### src/rtl/shared_reg_arbiter_pkg.sv
// Shared definitions for the round-robin shared-register arbiter:
// FSM encoding, reset constants and the owner-index width helper.
package shared_reg_arbiter_pkg;

  typedef enum logic [1:0] {
    IDLE  = 2'd0,
    GRANT = 2'd1,
    ACK   = 2'd2
  } state_t;

  localparam state_t RST_STATE   = IDLE;
  localparam logic   RST_Q_VALID = 1'b0;
  localparam logic   RST_BUSY    = 1'b0;

  // Index width that never collapses to zero bits.
  function automatic int idx_width(input int n);
    return (n > 1) ? $clog2(n) : 1;
  endfunction

endpackage

### src/rtl/shared_reg_arbiter_if.sv
// Requester-side bus of the shared register: requests, write data, and the
// arbiter's ack / register / status returns.
interface shared_reg_arbiter_if
  import shared_reg_arbiter_pkg::*;
#(
  parameter int NUM_REQ = 4,
  parameter int DATA_W  = 8
) ();

  localparam int IDX_W = idx_width(NUM_REQ);

  logic [NUM_REQ-1:0]        req;
  logic [NUM_REQ*DATA_W-1:0] wdata;
  logic [NUM_REQ-1:0]        ack;
  logic [DATA_W-1:0]         q;
  logic                      q_valid;
  logic [IDX_W-1:0]          owner;
  logic                      busy;

  modport master (output req, wdata, input ack, q, q_valid, owner, busy);
  modport slave  (input req, wdata, output ack, q, q_valid, owner, busy);

endinterface

### src/rtl/shared_reg_arbiter_rr_pick.sv
// Combinational round-robin selector: rotate req so ptr sits at bit 0,
// take the lowest set bit, then rotate the index back.
module rr_pick #(
  parameter int NUM_REQ = 4,
  parameter int IDX_W   = 2
) (
  input  logic [NUM_REQ-1:0] req,
  input  logic [IDX_W-1:0]   ptr,
  output logic [IDX_W-1:0]   winner,
  output logic               any_req
);

  localparam logic [IDX_W:0] LAST = (IDX_W+1)'(NUM_REQ - 1);
  localparam logic [IDX_W:0] N    = (IDX_W+1)'(NUM_REQ);

  logic [NUM_REQ-1:0] rot;
  logic [IDX_W-1:0]   off;
  logic [IDX_W:0]     sum;

  always_comb begin
    rot = NUM_REQ'({req, req} >> ptr);
    off = '0;
    for (int i = NUM_REQ - 1; i >= 0; i--) begin
      if (rot[i]) off = IDX_W'(i);
    end
    // Explicit wrap so non-power-of-two NUM_REQ stays in range.
    sum = {1'b0, ptr} + {1'b0, off};
    if (sum > LAST) sum = sum - N;
    winner = sum[IDX_W-1:0];
  end

  assign any_req = |req;

endmodule

### src/rtl/shared_reg_arbiter.sv
// Round-robin arbiter/sequencer: the single writer of a shared DATA_W-bit
// register, IDLE -> GRANT -> ACK per write, one-cycle ack to the winner.
module shared_reg_arbiter
  import shared_reg_arbiter_pkg::*;
#(
  parameter int NUM_REQ = 4,
  parameter int DATA_W  = 8
) (
  input logic              clk,
  input logic              rst,
  shared_reg_arbiter_if.slave bus
);

  localparam int IDX_W = idx_width(NUM_REQ);
  localparam logic [IDX_W-1:0] LAST = IDX_W'(NUM_REQ - 1);

  state_t             state, nxt;
  logic [IDX_W-1:0]   ptr, winner, ptr_nxt;
  logic               any_req, owner_req;
  logic               owner_ld, q_ld, ptr_adv;
  logic [NUM_REQ-1:0] ack_nxt;

  rr_pick #(.NUM_REQ(NUM_REQ), .IDX_W(IDX_W)) u_pick (
    .req     (bus.req),
    .ptr     (ptr),
    .winner  (winner),
    .any_req (any_req)
  );

  assign owner_req = bus.req[bus.owner];
  assign ptr_nxt   = (bus.owner == LAST) ? '0 : bus.owner + 1'b1;

  always_ff @(posedge clk) begin
    if (rst) state <= RST_STATE;
    else     state <= nxt;
  end

  always_comb begin
    nxt = state;
    case (state)
      IDLE:    if (any_req) nxt = GRANT;
      GRANT:   nxt = owner_req ? ACK : IDLE;
      ACK:     nxt = IDLE;
      default: nxt = IDLE;
    endcase
  end

  // A dropped request in GRANT is an abort: nothing is written, ptr stays.
  always_comb begin
    owner_ld = 1'b0;
    q_ld     = 1'b0;
    ptr_adv  = 1'b0;
    ack_nxt  = '0;
    case (state)
      IDLE:  owner_ld = any_req;
      GRANT: begin
        if (owner_req) begin
          q_ld             = 1'b1;
          ack_nxt[bus.owner] = 1'b1;
        end
      end
      ACK:     ptr_adv = 1'b1;
      default: ;
    endcase
  end

  always_ff @(posedge clk) begin
    if (rst) begin
      bus.ack     <= '0;
      bus.q       <= '0;
      bus.q_valid <= RST_Q_VALID;
      bus.owner   <= '0;
      bus.busy    <= RST_BUSY;
      ptr         <= '0;
    end else begin
      bus.ack  <= ack_nxt;
      bus.busy <= (nxt != IDLE);
      if (owner_ld) bus.owner <= winner;
      if (q_ld) begin
        bus.q       <= bus.wdata[int'(bus.owner) * DATA_W +: DATA_W];
        bus.q_valid <= 1'b1;
      end
      if (ptr_adv) ptr <= ptr_nxt;
    end
  end

endmodule

### src/flat_wrapper.sv
// flat-port wrapper written by rule: the top's interface ports become plain ports
module shared_reg_arbiter_flat import shared_reg_arbiter_pkg::*;
#(
  parameter int NUM_REQ = 4,
  parameter int DATA_W  = 8
)
  (clk, rst, bus_req, bus_wdata, bus_ack, bus_q, bus_q_valid, bus_owner, bus_busy);
  shared_reg_arbiter_if #(.NUM_REQ(NUM_REQ), .DATA_W(DATA_W)) bus_i ();
  input logic clk;
  input logic rst;
  input wire logic [$bits(bus_i.req)-1:0] bus_req;
  input wire logic [$bits(bus_i.wdata)-1:0] bus_wdata;
  output wire logic [$bits(bus_i.ack)-1:0] bus_ack;
  output wire logic [$bits(bus_i.q)-1:0] bus_q;
  output wire logic [$bits(bus_i.q_valid)-1:0] bus_q_valid;
  output wire logic [$bits(bus_i.owner)-1:0] bus_owner;
  output wire logic [$bits(bus_i.busy)-1:0] bus_busy;
  assign bus_i.req = bus_req;
  assign bus_i.wdata = bus_wdata;
  assign bus_ack = bus_i.ack;
  assign bus_q = bus_i.q;
  assign bus_q_valid = bus_i.q_valid;
  assign bus_owner = bus_i.owner;
  assign bus_busy = bus_i.busy;
  shared_reg_arbiter #(.NUM_REQ(NUM_REQ), .DATA_W(DATA_W)) u_core (.clk(clk), .rst(rst), .bus(bus_i));
endmodule
### config.mk
export PLATFORM = sky130hd
export DESIGN_NAME = shared_reg_arbiter_flat
export DESIGN_NICKNAME = d
export VERILOG_FILES = /design/src/rtl/shared_reg_arbiter_pkg.sv /design/src/rtl/shared_reg_arbiter_if.sv /design/src/rtl/shared_reg_arbiter_rr_pick.sv /design/src/rtl/shared_reg_arbiter.sv /design/src/flat_wrapper.sv
export SDC_FILE = /design/constraint.sdc
export NUM_CORES = 1
export LEC_CHECK = 0
export BUFFER_PORTS_ARGS = -buffer_cell sky130_fd_sc_hd__buf_2
export CORE_MARGIN = 2
export CORE_UTILIZATION = 45
export CTS_CLUSTER_SIZE = 20
export DETAILED_ROUTE_END_ITERATION = 10
export PLACE_DENSITY = 0.86
export SETUP_SLACK_MARGIN = 0.2
export SYNTH_ARGS = -nofsm -noshare
export SYNTH_HDL_FRONTEND = slang
export SYNTH_SLANG_ARGS = --single-unit
### constraint.sdc
create_clock -name clk -period 2.88 [get_ports clk]
set_clock_uncertainty 0.05 [all_clocks]
set_input_delay 0 -clock clk [delete_from_list [all_inputs] [get_ports clk]]
set_output_delay 0 -clock clk [all_outputs]
set_load 0.005 [all_outputs]
==> flow_metrics.py <==
metrics = {
    "sta": {
        "timing.final.hold_violations": 0,
        "setup-tns-final_ps": 0,
        "grt_setup_unrepaired": "no",
        "relSlewSlack_pct": 53.73,
        "layout_setup_ws_ps": 567.4,
        "final.min_clock_period_ps": 2313,
        "slew_violations": 0,
        "max_clock_freq_mhz": 432.4,
        "tightest_slew_ps": 690.4,
        "post-route-period-util_pct": 80.30,
        "setup_viol_count_final": 0,
    },
    "critical_path": {
        "critPathMaxFanout": 11,
        "start_kind": "flip-flop",
        "required_ps": 3040,
        "worstPathArrival_ps": 2480,
        "critPathKind": "reg2reg",
        "setup.worst_path.start": "u_core.ptr[0]$_SDFFE_PP0N_",
        "reg2regPathDepth": 8,
        "rr_endpoint": "u_core.bus.owner[1]$_SDFFE_PP0P_",
        "reg2reg_slack_ps": 570,
        "timing.rr.start": "u_core.ptr[0]$_SDFFE_PP0N_",
        "cp-end-kind": "flip-flop",
    },
    "route": {
        "wl_per_cell_um": 13.50,
        "firstDrtPassIters": 6,
        "drcViolationCount": 0,
        "ant_nets": 0,
        "drtIter0Drc": 18,
        "vias_per_cell": 5.246,
        "finalWirelength_um": 2578,
        "routed-via-count": 1002,
    },
    "min_path": {
        "min_to": "u_core.bus.q[4]$_SDFFE_PP0P_",
        "holdCritStartpoint": "bus_wdata[20]",
        "min_path_cells": 4,
        "hold_class": "in2reg",
    },
    "grt": {
        "grt_max_degree": 17,
        "grt_usage_pct": 17.09,
        "grt_pass1_vias": 873,
        "overflow": 0,
        "antenna_found_initial": 0,
        "grt_pass1_wl_um": 3643,
    },
    "clocking": {
        "cts_sinks": 20,
        "postCtsSetupRepairBufs": 0,
        "root_buffer": "clkbuf_4",
        "ctsHtreeMaxLevel": 1,
        "cts.clk_slew.worst_paths_ps": 110,
        "cts_buffers": 3,
        "cts_tree": "done",
        "clock_latency_ps": 290,
        "cts_buffer_depth": 2,
    },
    "layout": {
        "mostFrequentLayoutCells": "53 x buf_2, 21 x nor2_1, 20 x dfxtp_1",
        "n_antenna_cell": 0,
        "fin_nets": 205,
        "drive_gt1_share_pct": 42.24,
        "fillers": 205,
        "final_common_cell": "buf_2",
        "fin_cells": 191,
        "final_area_um2": 1433,
        "syn_to_final_growth_pct": 25.55,
    },
    "floorplan": {
        "ioPinCount": 54,
        "die_x_um": 54.36,
        "die-height_um": 54.36,
        "start_util_pct": 46.91,
        "dieArea_um2": 2954,
        "rows": 18,
        "core_area_um2": 2432,
    },
    "power_and_ir_drop": {
        "seqPwrFrac_pct": 49.0,
        "ir_drop_uv": 223.7,
        "pwr_density_cell_nw_per_um2": 460.4,
        "p_leak_nw": 0.7005,
        "pwr-share-clk_pct": 23.5,
        "intPower_uw": 476.9,
        "pwr-share-comb_pct": 27.5,
        "switching_power_uw": 182.7,
        "swShare_pct": 27.70,
    },
    "placed_design": {
        "port_buffers": 53,
        "dpl_worst_slack_ps": 617.1,
        "gp_congestion": 0.7692,
        "dp.cells": 186,
        "hpwl_um": 2006,
        "placed_area_um2": 1386,
    },
    "synth": {
        "synth_area_per_cell_um2": 10.28,
        "ys_seq_area_share_pct": 35.09,
        "synthDistinctLibCells": 30,
        "synthesis.nets": 154,
        "synth_seq_cells": 20,
        "ys_warn_count": 0,
        "postSynthCellCount": 111,
        "netlist_area_um2": 1141,
    },
    "job": {
        "cap_violations": 0,
    },
    "outcome": {
        "outcome": "complete, no violations",
    },
}
-- stage by stage --
stage,hold slack (ps),power [mW],util [%]
floorplan,225.6,0.4482,-
global placement,299.9,0.5017,57.00
detailed placement,310.9,0.5095,57.00
CTS,5.726,0.6632,58.49
global route,108.4,0.7010,58.90
finish,120.7,0.6596,58.90
-- critical path: stages, from the launching register on --
cell	delay, ps
dfxtp_1	540
nor2_1	90
a221oi_1	290
a31oi_1	70
a211o_1	300
ha_1	200
xnor2_1	140
or3_1	330
a311oi_2	250
-- worst max path at each step --
stage	slack (ps)	endpoint
6_report	570	u_core.bus.owner[1]$_SDFFE_PP0P_
5_1_grt	380	u_core.bus.owner[1]$_SDFFE_PP0P_
4_1_cts	580	u_core.bus.owner[1]$_SDFFE_PP0P_
3_5_place_dp	620	u_core.bus.owner[1]$_SDFFE_PP0P_
3_3_place_gp	700	u_core.bus.owner[1]$_SDFFE_PP0P_
2_1_floorplan	780	u_core.bus.owner[1]$_SDFFE_PP0P_
-- power groups by stage --
stage | logic [mW] | clock network, mW | registers (mW)
detailed placement | 0.181 | 0 | 0.329
floorplan | 0.127 | 0 | 0.321
global route | 0.201 | 0.173 | 0.327
finish | 0.182 | 0.155 | 0.323
global placement | 0.174 | 0 | 0.327
CTS | 0.182 | 0.158 | 0.323
-- synthesized netlist by cell type, drive strengths merged --
cell type | instances | share of area, %
nand2 | 5 | 1.6
o31ai | 1 | 1.1
or3 | 2 | 1.1
nand4b | 1 | 0.77
mux4 | 8 | 16
a211oi | 1 | 0.66
nand3b | 2 | 1.3
nor3 | 1 | 0.44
nor4 | 1 | 0.55
o2111ai | 1 | 0.77
ha | 5 | 5.5
a221oi | 1 | 0.77
buf | 7 | 5.0
a311oi | 1 | 1.3
nor2 | 21 | 6.9
o32ai | 1 | 0.77
o21ai | 2 | 0.88
and2 | 4 | 2.2
a31oi | 1 | 0.55
a211o | 2 | 1.5
nor2b | 2 | 1.1
xnor2 | 1 | 0.77
inv | 3 | 0.99
a21oi | 3 | 1.3
dfxtp | 20 | 35
mux2i | 12 | 11
clkbuf | 2 | 0.66
-- layer usage --
| metal | global-route usage, % | wire, um | vias to the layer above |
|---|---|---|---|
| met1 | 18.92 | 1046 | 449 |
| li1 | - | - | 498 |
| met5 | 0 | 0 | - |
| met3 | 2.459 | 235 | 6 |
| met2 | 32.33 | 1247 | 49 |
| met4 | 6.667 | 48 | 0 |
-- final cells by class --
class                           count  area (um^2)  share of cell area, %
Multi-Input combinational cell     79        664.4                  46.38
Sequential cell                    20        400.4                  27.95
Timing Repair Buffer               55        282.8                  19.74
Tap cell                           30        37.54                  2.620
Clock buffer                        4        36.28                  2.533
Inverter                            3        11.26                 0.7860
-- logic make-up after synthesis --
logic type / Yosys count / synth area share, %
XOR/XNOR: 1 / 0.7677
buffers and inverters: 12 / 6.688
flip-flops: 20 / 35.09
AND/OR/NAND/NOR: 39 / 16.01
AO/OA/AOI/OAI: 14 / 9.649
multiplexers: 20 / 26.32
adder cells (fa/ha/maj): 5 / 5.482
-- repair_timing --
item                                   in CTS  in global routing
endpoints found under the hold margin       0                  2
setup endpoints to repair                   0                  0
hold buffers                                0                  1
resized for setup                           0                  0
-- registers in the layout, indices dropped and copies added (netlist names) --
name                flops
u_core.bus.q            8
u_core.bus.ack          4
u_core.bus.owner        2
u_core.ptr              2
u_core.state            2
u_core.bus.busy         1
u_core.bus.q_valid      1
No activity file was read; power rests on OpenSTA's default activity.
